<file path="config.mk">
export PLATFORM = sky130hd
export DESIGN_NAME = prog_counter_ras
export DESIGN_NICKNAME = d
export VERILOG_FILES = /design/src/rtl/prog_counter_ras.sv
export SDC_FILE = /design/constraint.sdc
export NUM_CORES = 1
export LEC_CHECK = 0
export ABC_AREA = 0
export CAP_MARGIN = 20
export CORE_MARGIN = 2
export CORE_UTILIZATION = 42
export DETAILED_ROUTE_END_ITERATION = 10
export PLACE_DENSITY = 0.73
export SYNTH_ARGS = -nofsm -noshare
export SYNTH_HDL_FRONTEND = slang
export SYNTH_SLANG_ARGS = --single-unit
</file>
<file path="constraint.sdc">
create_clock -name clock -period 5.58 [get_ports clock]
set_input_delay 1.116 -clock clock [delete_from_list [all_inputs] [get_ports clock]]
set_output_delay 1.116 -clock clock [all_outputs]
set_load 0.005 [all_outputs]
</file>
<file path="src/rtl/prog_counter_ras.sv">
// ============================================================================
//  Module   : prog_counter_ras
//  Function : Fetch-stage program counter with relative jump, absolute load,
//             call/return through a circular return-address stack, and
//             vector-done redirect. Define PC_TRACE_EN to add last_pc/redirect.
//  Revision : 1.0  initial release
// ============================================================================
`default_nettype none
`timescale 1ns/1ps

module prog_counter_ras #(
    parameter int                  ADDR_MAX   = 16,
    parameter int                  OFFS_W     = 12,
    parameter int                  RAS_DEPTH  = 4,
    parameter logic [ADDR_MAX-1:0] VEC_ADDR   = 16'hFFF0,
    parameter logic [ADDR_MAX-1:0] RESET_ADDR = '0
) (
    input  logic                clock,
    input  logic                reset,
    input  logic                enable,
    input  logic                jump,
    input  logic                call,
    input  logic                ret,
    input  logic                load,
    input  logic                v_done,
    input  logic [OFFS_W-1:0]   offset,
    input  logic [ADDR_MAX-1:0] load_addr,
    output logic [ADDR_MAX-1:0] pc,
    output logic                ras_empty,
    output logic                ras_full,
    output logic                ras_err
`ifdef PC_TRACE_EN
    ,
    output logic [ADDR_MAX-1:0] last_pc,
    output logic                redirect
`endif
);

    localparam int                  c_cnt_w    = $clog2(RAS_DEPTH + 1);
    localparam int                  c_ptr_w    = (RAS_DEPTH > 1) ? $clog2(RAS_DEPTH) : 1;
    localparam logic [c_cnt_w-1:0]  c_cnt_full = c_cnt_w'(RAS_DEPTH);
    localparam logic [c_cnt_w-1:0]  c_cnt_one  = c_cnt_w'(1);
    localparam logic [c_ptr_w-1:0]  c_ptr_last = c_ptr_w'(RAS_DEPTH - 1);
    localparam logic [c_ptr_w-1:0]  c_ptr_one  = c_ptr_w'(1);
    localparam logic [ADDR_MAX-1:0] c_pc_one   = ADDR_MAX'(1);

    logic [ADDR_MAX-1:0] r_pc;
    logic [ADDR_MAX-1:0] r_stack [RAS_DEPTH];
    logic [c_ptr_w-1:0]  r_wptr;
    logic [c_cnt_w-1:0]  r_count;
    logic                r_err;

    logic [ADDR_MAX-1:0] w_offs_ext;
    logic [ADDR_MAX-1:0] w_pc_inc;
    logic [ADDR_MAX-1:0] w_pc_rel;
    logic [ADDR_MAX-1:0] w_pc_next;
    logic [ADDR_MAX-1:0] w_top;
    logic [c_ptr_w-1:0]  w_ptr_inc;
    logic [c_ptr_w-1:0]  w_ptr_dec;
    logic                w_empty;
    logic                w_full;
    logic                w_push;
    logic                w_pop;
    logic                w_err;
    logic                w_redirect;

    assign w_offs_ext = ADDR_MAX'($signed(offset));
    assign w_pc_inc   = r_pc + c_pc_one;
    assign w_pc_rel   = r_pc + w_offs_ext;
    assign w_empty    = (r_count == '0);
    assign w_full     = (r_count == c_cnt_full);

    // r_wptr is the next push slot; the top of stack sits one slot behind it.
    assign w_ptr_inc  = (r_wptr == c_ptr_last) ? '0 : r_wptr + c_ptr_one;
    assign w_ptr_dec  = (r_wptr == '0) ? c_ptr_last : r_wptr - c_ptr_one;
    assign w_top      = r_stack[w_ptr_dec];

    always_comb begin
        w_pc_next  = w_pc_inc;
        w_push     = 1'b0;
        w_pop      = 1'b0;
        w_err      = 1'b0;
        w_redirect = 1'b1;
        if (v_done) begin
            w_pc_next = VEC_ADDR;
        end else if (load) begin
            w_pc_next = load_addr;
        end else if (ret) begin
            if (w_empty) begin
                w_err = 1'b1;
            end else begin
                w_pop     = 1'b1;
                w_pc_next = w_top;
            end
        end else if (call) begin
            w_push    = 1'b1;
            w_err     = w_full;
            w_pc_next = w_pc_rel;
        end else if (jump) begin
            w_pc_next = w_pc_rel;
        end else begin
            w_redirect = 1'b0;
        end
    end

    always_ff @(posedge clock or posedge reset) begin
        if (reset) begin
            r_pc    <= RESET_ADDR;
            r_wptr  <= '0;
            r_count <= '0;
            r_err   <= 1'b0;
            for (int i = 0; i < RAS_DEPTH; i++) begin
                r_stack[i] <= '0;
            end
        end else if (enable) begin
            r_pc <= w_pc_next;
            if (w_push) begin
                // When full the push slot holds the oldest entry, so it is overwritten.
                r_stack[r_wptr] <= w_pc_inc;
                r_wptr          <= w_ptr_inc;
                if (!w_full) begin
                    r_count <= r_count + c_cnt_one;
                end
            end else if (w_pop) begin
                r_wptr  <= w_ptr_dec;
                r_count <= r_count - c_cnt_one;
            end
            if (w_err) begin
                r_err <= 1'b1;
            end
        end
    end

`ifdef PC_TRACE_EN
    logic [ADDR_MAX-1:0] r_last_pc;
    logic                r_redirect;

    always_ff @(posedge clock or posedge reset) begin
        if (reset) begin
            r_last_pc  <= '0;
            r_redirect <= 1'b0;
        end else begin
            r_redirect <= enable & w_redirect;
            if (enable) begin
                r_last_pc <= r_pc;
            end
        end
    end

    assign last_pc  = r_last_pc;
    assign redirect = r_redirect;
`endif

    assign pc        = r_pc;
    assign ras_empty = w_empty;
    assign ras_full  = w_full;
    assign ras_err   = r_err;

endmodule

`default_nettype wire

</file>
==> results of run 1 <==
[metal layers]
metal	vias up	wire length [um]	global-route usage, %	part of all wire [%]
met3	25	769	2.753	5.8
met4	0	376	7.642	2.8
met5	-	0	0	0
met2	171	6396	34.67	48
met1	2098	5809	28.58	44
li1	2050	-	-	-
[final cells by class]
| type | count | share of cell area, % |
|---|---|---|
| Multi-Input combinational cell | 415 | 46.26 |
| Sequential cell | 86 | 35.60 |
| Inverter | 15 | 0.9522 |
| Clock buffer | 10 | 3.788 |
| Clock inverter | 6 | 1.159 |
| Timing Repair Buffer | 56 | 9.191 |
| Tap cell | 147 | 3.043 |
[flip-flops by register name (all words and copies together), names as in the netlist]
| name | flops |
|---|---|
| r_stack | 64 |
| ras_err | 1 |
| r_count | 3 |
| pc | 16 |
| r_wptr | 2 |
[worst min path at each step]
| stage | start | to | cells after the start | slack (ns) |
|---|---|---|---|---|
| global route | r_stack[24]$_DFFE_PP0P_ | r_stack[24]$_DFFE_PP0P_ | 2 | 0.50 |
| CTS | r_stack[48]$_DFFE_PP0P_ | r_stack[48]$_DFFE_PP0P_ | 2 | 0.48 |
| detailed placement | r_stack[48]$_DFFE_PP0P_ | r_stack[48]$_DFFE_PP0P_ | 2 | 0.47 |
| floorplan | r_stack[16]$_DFFE_PP0P_ | r_stack[16]$_DFFE_PP0P_ | 2 | 0.44 |
| finish | r_stack[5]$_DFFE_PP0P_ | r_stack[5]$_DFFE_PP0P_ | 2 | 0.48 |
| global placement | r_stack[40]$_DFFE_PP0P_ | r_stack[40]$_DFFE_PP0P_ | 2 | 0.45 |
[layout by cell type (no fill, tap or decap), drive strengths merged, types with 5 or more instances in the layout]
master,netlist,final
o21ai,89,89
xor2,9,9
nand2,98,98
xnor2,18,18
o22ai,9,9
dfrtp,86,86
mux4,16,16
nor2,34,34
ha,20,20
a31oi,5,5
clkbuf,16,10
inv,15,16
nor3,11,11
a21oi,27,27
nand3,8,8
clkdlybuf4s50,0,54
[metrics by stage]
| stage | instance area, um2 | utilization, % | power, mW | hold WS (ns) |
|---|---|---|---|---|
| 2_1_floorplan | 5117 | - | 1.724 | 0.4416 |
| 3_3_place_gp | 5746 | 48.03 | 1.992 | 0.4526 |
| 3_5_place_dp | 5746 | 48.03 | 2.043 | 0.4666 |
| 4_1_cts | 6045 | 50.53 | 2.654 | 0.4810 |
| 5_1_grt | 6045 | 50.53 | 2.823 | 0.5049 |
| 6_report | 6045 | 50.53 | 2.649 | 0.4758 |
[critical path, stage by stage]
cell             delay [ns]
clkdlybuf4s50_1        0.95
and2b_1                0.30
nand2b_1               0.27
nor2_1                 0.34
nand2_1                0.62
mux2_2                 0.51
[power groups by stage]
stage | Combinational, mW | Sequential, mW | Clock (mW)
2_1_floorplan | 0.749 | 0.974 | 0
3_3_place_gp | 0.983 | 1.01 | 0
3_5_place_dp | 1.02 | 1.03 | 0
4_1_cts | 1.03 | 1.02 | 0.608
5_1_grt | 1.14 | 1.05 | 0.635
6_report | 1.03 | 1.02 | 0.599
[cell families after synthesis]
kind of cell,Yosys count
simple gates,173
compound gates,169
flops,86
buf+inv,38
xor+xnor,27
mux,24
fa+ha+maj,22
==> results.toml, run 1 <==
[power_and_ir_drop]
p_leak_nw = 2.599
p_per_area_nw_per_um2 = 438.2
clockPowerShare_pct = 22.6
switching_power_mw = 0.9631
switching_share_pct = 36.36
pwr-share-comb_pct = 38.9
ir_worst_vdd_uv = 170.7
pwr-share-seq_pct = 38.5
intPower_mw = 1.685

[sta]
setup_viol = 0
worst_slack_ns = 1.674
worstMarginPinSlew_ns = 0.9662
fmax_ghz = 0.2560
min_period_ns = 3.906
period_share_pct = 69.99
fin_skew_ns = 0.007611
rsz0062_at_grt = "false"
hold_violations = 0
maxSlewViolCount = 0
tns_ns = 0
max_slew_margin_pct = 35.43

[clock_network]
cts_tree = "done"
cts_sinks = 86
numCtsBuffers = 9
hold_buffers = 0
cts_root_buf = "clkbuf_16"
cts_buffer_depth = 2
cts_resized = 0
post_cts_buffers = 0
h-tree-depth = 3
clk_pin_slew_ns = 0.06
clkLatencyLatePin_ns = 0.33

[finish]
drive_gt1_share_pct = 7.653
nNetsFinal = 641
final_cells = 735
final-seq-area_um2 = 2152
num_antenna_cells = 0
fillers = 1103
area_growth_pct = 18.12
multiInputGateArea_um2 = 2796

[die]
start_util_pct = 42.78
coreArea_um2 = 11960
die_x_um = 114.4
pin_count = 55
die_h_um = 114.4
dieArea_um2 = 13080
rows = 40

[critical_path]
r2r_setup_slack_ns = 2.86
worstPathArrival_ns = 4.12
cp-endpoint = "r_stack[1]$_DFFE_PP0P_"
crit_type = "in2reg"
r2r_end = "pc[14]$_DFFE_PP0P_"
crit_fanout = 31
startpoint = "enable"
cp.required_ns = 5.79
critPathLaunchType = "input pin"
worstSetupEndpointType = "register"
ff2ff_path_depth = 9
r2r-start = "pc[0]$_DFFE_PP0P_"

[placed_design]
hpwlAfterDp_um = 9693
gp_congestion = 0.9384
dp.cells = 719
place_worst_setup_slack_ns = 1.404
io_buffers = 54

[yosys]
synth_commonest_cells = "nand2_1, dfrtp_1, o21ai_0, nor2_1, a21oi_1"
synth_compound_area_share_pct = 19.54
synth_top_area_share_pct = 42.05
syn_area_um2 = 5117
synth-simple-area-share_pct = 15.33
synth_top_family_by_area = "compound AO/OA/AOI/OAI gates"
ys_seq_area_share_pct = 42.05
yosys_most_used_dff = "dfrtp_1"
ys_async_sr_fraction_pct = 100.0
yosysMostFrequentCell = "nand2_1"
ys_warn_count = 0
synth_seq_cells = 86
synth_xor_area_share_pct = 4.621
yosys.area.top_type = "dfrtp_1"
synth.avg_cell_area_um2 = 9.494
synthAdderAreaFrac_pct = 5.672
syn_inst = 539
synthTopCellsByArea = "dfrtp_1, o21ai_0, nand2_1, mux4_1, ha_1"
synth.distinct_cells = 65
synth.area.mux_share_pct = 9.438
syn_nets = 597
synth-edff-count = 0

[global_route]
grt_pass1_vias = 4244
track_usage_pct = 21.04
antenna_found_initial = 0
grt_pass1_wl_um = 21600
grt_max_degree = 53
overflow = 0

[detailed_routing]
wirelength_um = 13350
vias = 4344
drtIter0Drc = 371
wl_per_cell_um = 18.17
final_antenna_net_count = 0
drcViolationCount = 0
drt_pass1_iterations = 5
routed_via_density = 5.910

[run_status]
status = "finished, final reports clean"

[min_path]
hold_class = "reg2reg"

[run]
drv_cap = 0
Note: power is estimated with default switching activity, not from simulation.
==> run 2: changes to the inputs <==
--- a/config.mk
+++ b/config.mk
@@ -10,7 +10,7 @@
 export CORE_MARGIN = 2
 export CORE_UTILIZATION = 42
 export DETAILED_ROUTE_END_ITERATION = 10
-export PLACE_DENSITY = 0.73
+export PLACE_DENSITY = 0.76
 export SYNTH_ARGS = -nofsm -noshare
 export SYNTH_HDL_FRONTEND = slang
 export SYNTH_SLANG_ARGS = --single-unit
==> constraint.sdc (replaced) <==
create_clock -name clock -period 3.4 [get_ports clock]
set_input_delay 0.68 -clock clock [delete_from_list [all_inputs] [get_ports clock]]
set_output_delay 0.68 -clock clock [all_outputs]
set_load 0.005 [all_outputs]
==> run 2 against run 1 <==
Critical endpoint is now r_stack[6]$_DFFE_PP0P_. Via count up 1.4%. Largest power group is now registers. Global-route usage up 0.74 points. Design area up 1.9%. Register-to-register slack worse by 2.0 ns. Sequential share of layout area down 0.65 points. Worst hold slack worse by 0.0058 ns. Sequential power up 65%. Die area unchanged. Combinational power up 63%. Critical path depth up 1. Clock skew up 0.0016 ns.
==> results.toml, run 2 (synthesis results as in run 1) <==
[detailed_routing]
routed_via_density = 5.888
wl_per_cell_um = 18.22
final_antenna_net_count = 0
vias = 4404
drtIter0Drc = 371
drt_pass1_iterations = 5
drcViolationCount = 0
wirelength_um = 13630

[clock_network]
post_cts_buffers = 0
cts_resized = 0
hold_buffers = 0
cts_sinks = 86
numCtsBuffers = 9
clk_pin_slew_ns = 0.06
h-tree-depth = 3
clkLatencyLatePin_ns = 0.34
cts_root_buf = "clkbuf_16"
cts_buffer_depth = 2
cts_tree = "done"

[sta]
setup_viol = 0
fin_skew_ns = 0.009255
min_period_ns = 2.721
fmax_ghz = 0.3676
maxSlewViolCount = 0
holdWs_ns = 0.4700
max_slew_margin_pct = 46.90
period_share_pct = 80.02
worstMarginPinSlew_ns = 0.7948
tns_ns = 0
worst_slack_ns = 0.6795
hold_violations = 0
rsz0062_at_grt = "false"

[critical_path]
cp_common_cell = "nand2_1"
worstPathArrival_ns = 2.96
worstSetupEndpointType = "register"
cpMaxStageDelayCell = "clkdlybuf4s50_1"
critPathBufInv = 3
crit_chain = "clkdlybuf4s50_1, inv_1, nand2_1, nor2_1, nand2_1, buf_4, o21ai_0"
crit_fanout = 16
crit_type = "in2reg"
critPathTopFamily = "buffers and inverters"
r2r_setup_slack_ns = 0.88
critPathLaunchType = "input pin"
cp.required_ns = 3.64
cp_slowest_stage_delay_ns = 0.59

[die]
die_h_um = 114.4
dieArea_um2 = 13080
rows = 40
start_util_pct = 42.78
pin_count = 55
coreArea_um2 = 11960
die_x_um = 114.4

[placed_design]
place_worst_setup_slack_ns = 0.3679
dpl_cell_area_um2 = 5856
hpwlAfterDp_um = 9980
gp_congestion = 0.9499
io_buffers = 54
dp.cells = 732

[finish]
nNetsFinal = 654
num_antenna_cells = 0
fillers = 1036
drive_gt1_share_pct = 9.651
final_util_pct = 51.47
largest_register_ff_count = 64
layout_commonest_cell = "nand2_1"
final_cells = 748
area_growth_pct = 20.32
fin_area_um2 = 6157
largest-register = "r_stack"
mostFrequentLayoutCells = "nand2_1, dfrtp_1, o21ai_0"

[global_route]
grt_pass1_vias = 4540
overflow = 0
track_usage_pct = 21.78
antenna_found_initial = 0
grt_pass1_wl_um = 22040
grt_max_degree = 47

[run_status]
status = "finished, final reports clean"

[min_path]
hold_class = "reg2reg"

[power_and_ir_drop]
ir_worst_vdd_uv = 299.3
p_per_area_nw_per_um2 = 709.9
p_leak_nw = 2.680
finalPower_mw = 4.371

[run]
drv_cap = 0
==> run 2: cell count changes in the layout (fill, tap and decap cells not counted) <==
cell        delta
clkinv_2       +3
buf_12         +1
inv_6          -2
clkinvlp_4     -3
clkbuf_8       +2
buf_4         +12
==> run 2: path summary, 6_finish.rpt <==
check	from	endpoint	cells after the start
setup / recovery	ret	r_stack[6]$_DFFE_PP0P_	7
hold / removal	ras_err$_DFFE_PP0P_	ras_err$_DFFE_PP0P_	1
setup reg to reg	pc[0]$_DFFE_PP0P_	pc[14]$_DFFE_PP0P_	9
hold reg to reg	ras_err$_DFFE_PP0P_	ras_err$_DFFE_PP0P_	1
max in group asynchronous	reset	pc[9]$_DFFE_PP0P_	3
min in group asynchronous	reset	r_stack[49]$_DFFE_PP0P_	2
==> run 2: layer usage <==
| metal | GRT usage (%) | wire length (um) | up-vias |
|---|---|---|---|
| met1 | 26.86 | 5757 | 2131 |
| met5 | 0 | 0 | - |
| li1 | - | - | 2071 |
| met2 | 36.61 | 6639 | 165 |
| met4 | 10.81 | 473 | 0 |
| met3 | 4.182 | 760 | 37 |
==> run 2: layout make-up <==
type	count	area [um2]	share of cell area, %
clock inverter	4	45.04	0.7316
sequential	86	2152	34.95
clock buffer	12	256.5	4.166
tap	147	183.9	2.987
timing repair buffer	69	665.6	10.81
inverter	15	57.56	0.9348
multi-input combinational	415	2796	45.42
==> run 2: power by group <==
| part | leakage, nW | total, mW | switching [mW] | internal, mW |
|---|---|---|---|---|
| clock network | 0.152 | 1.01 | 0.404 | 0.606 |
| logic | 1.44 | 1.68 | 0.871 | 0.813 |
| registers | 1.09 | 1.68 | 0.278 | 1.40 |
==> run 2: worst reg2reg max path, cell delays in order (launching register included) <==
cell and delay (ns):
dfrtp_1 0.58, ha_1 0.27, inv_1 0.06, fa_1 0.39, nand2b_1 0.17, a21o_1 0.19, a21oi_1 0.24, o32ai_1 0.15
xor2_1 0.25, o21ai_2 0.09
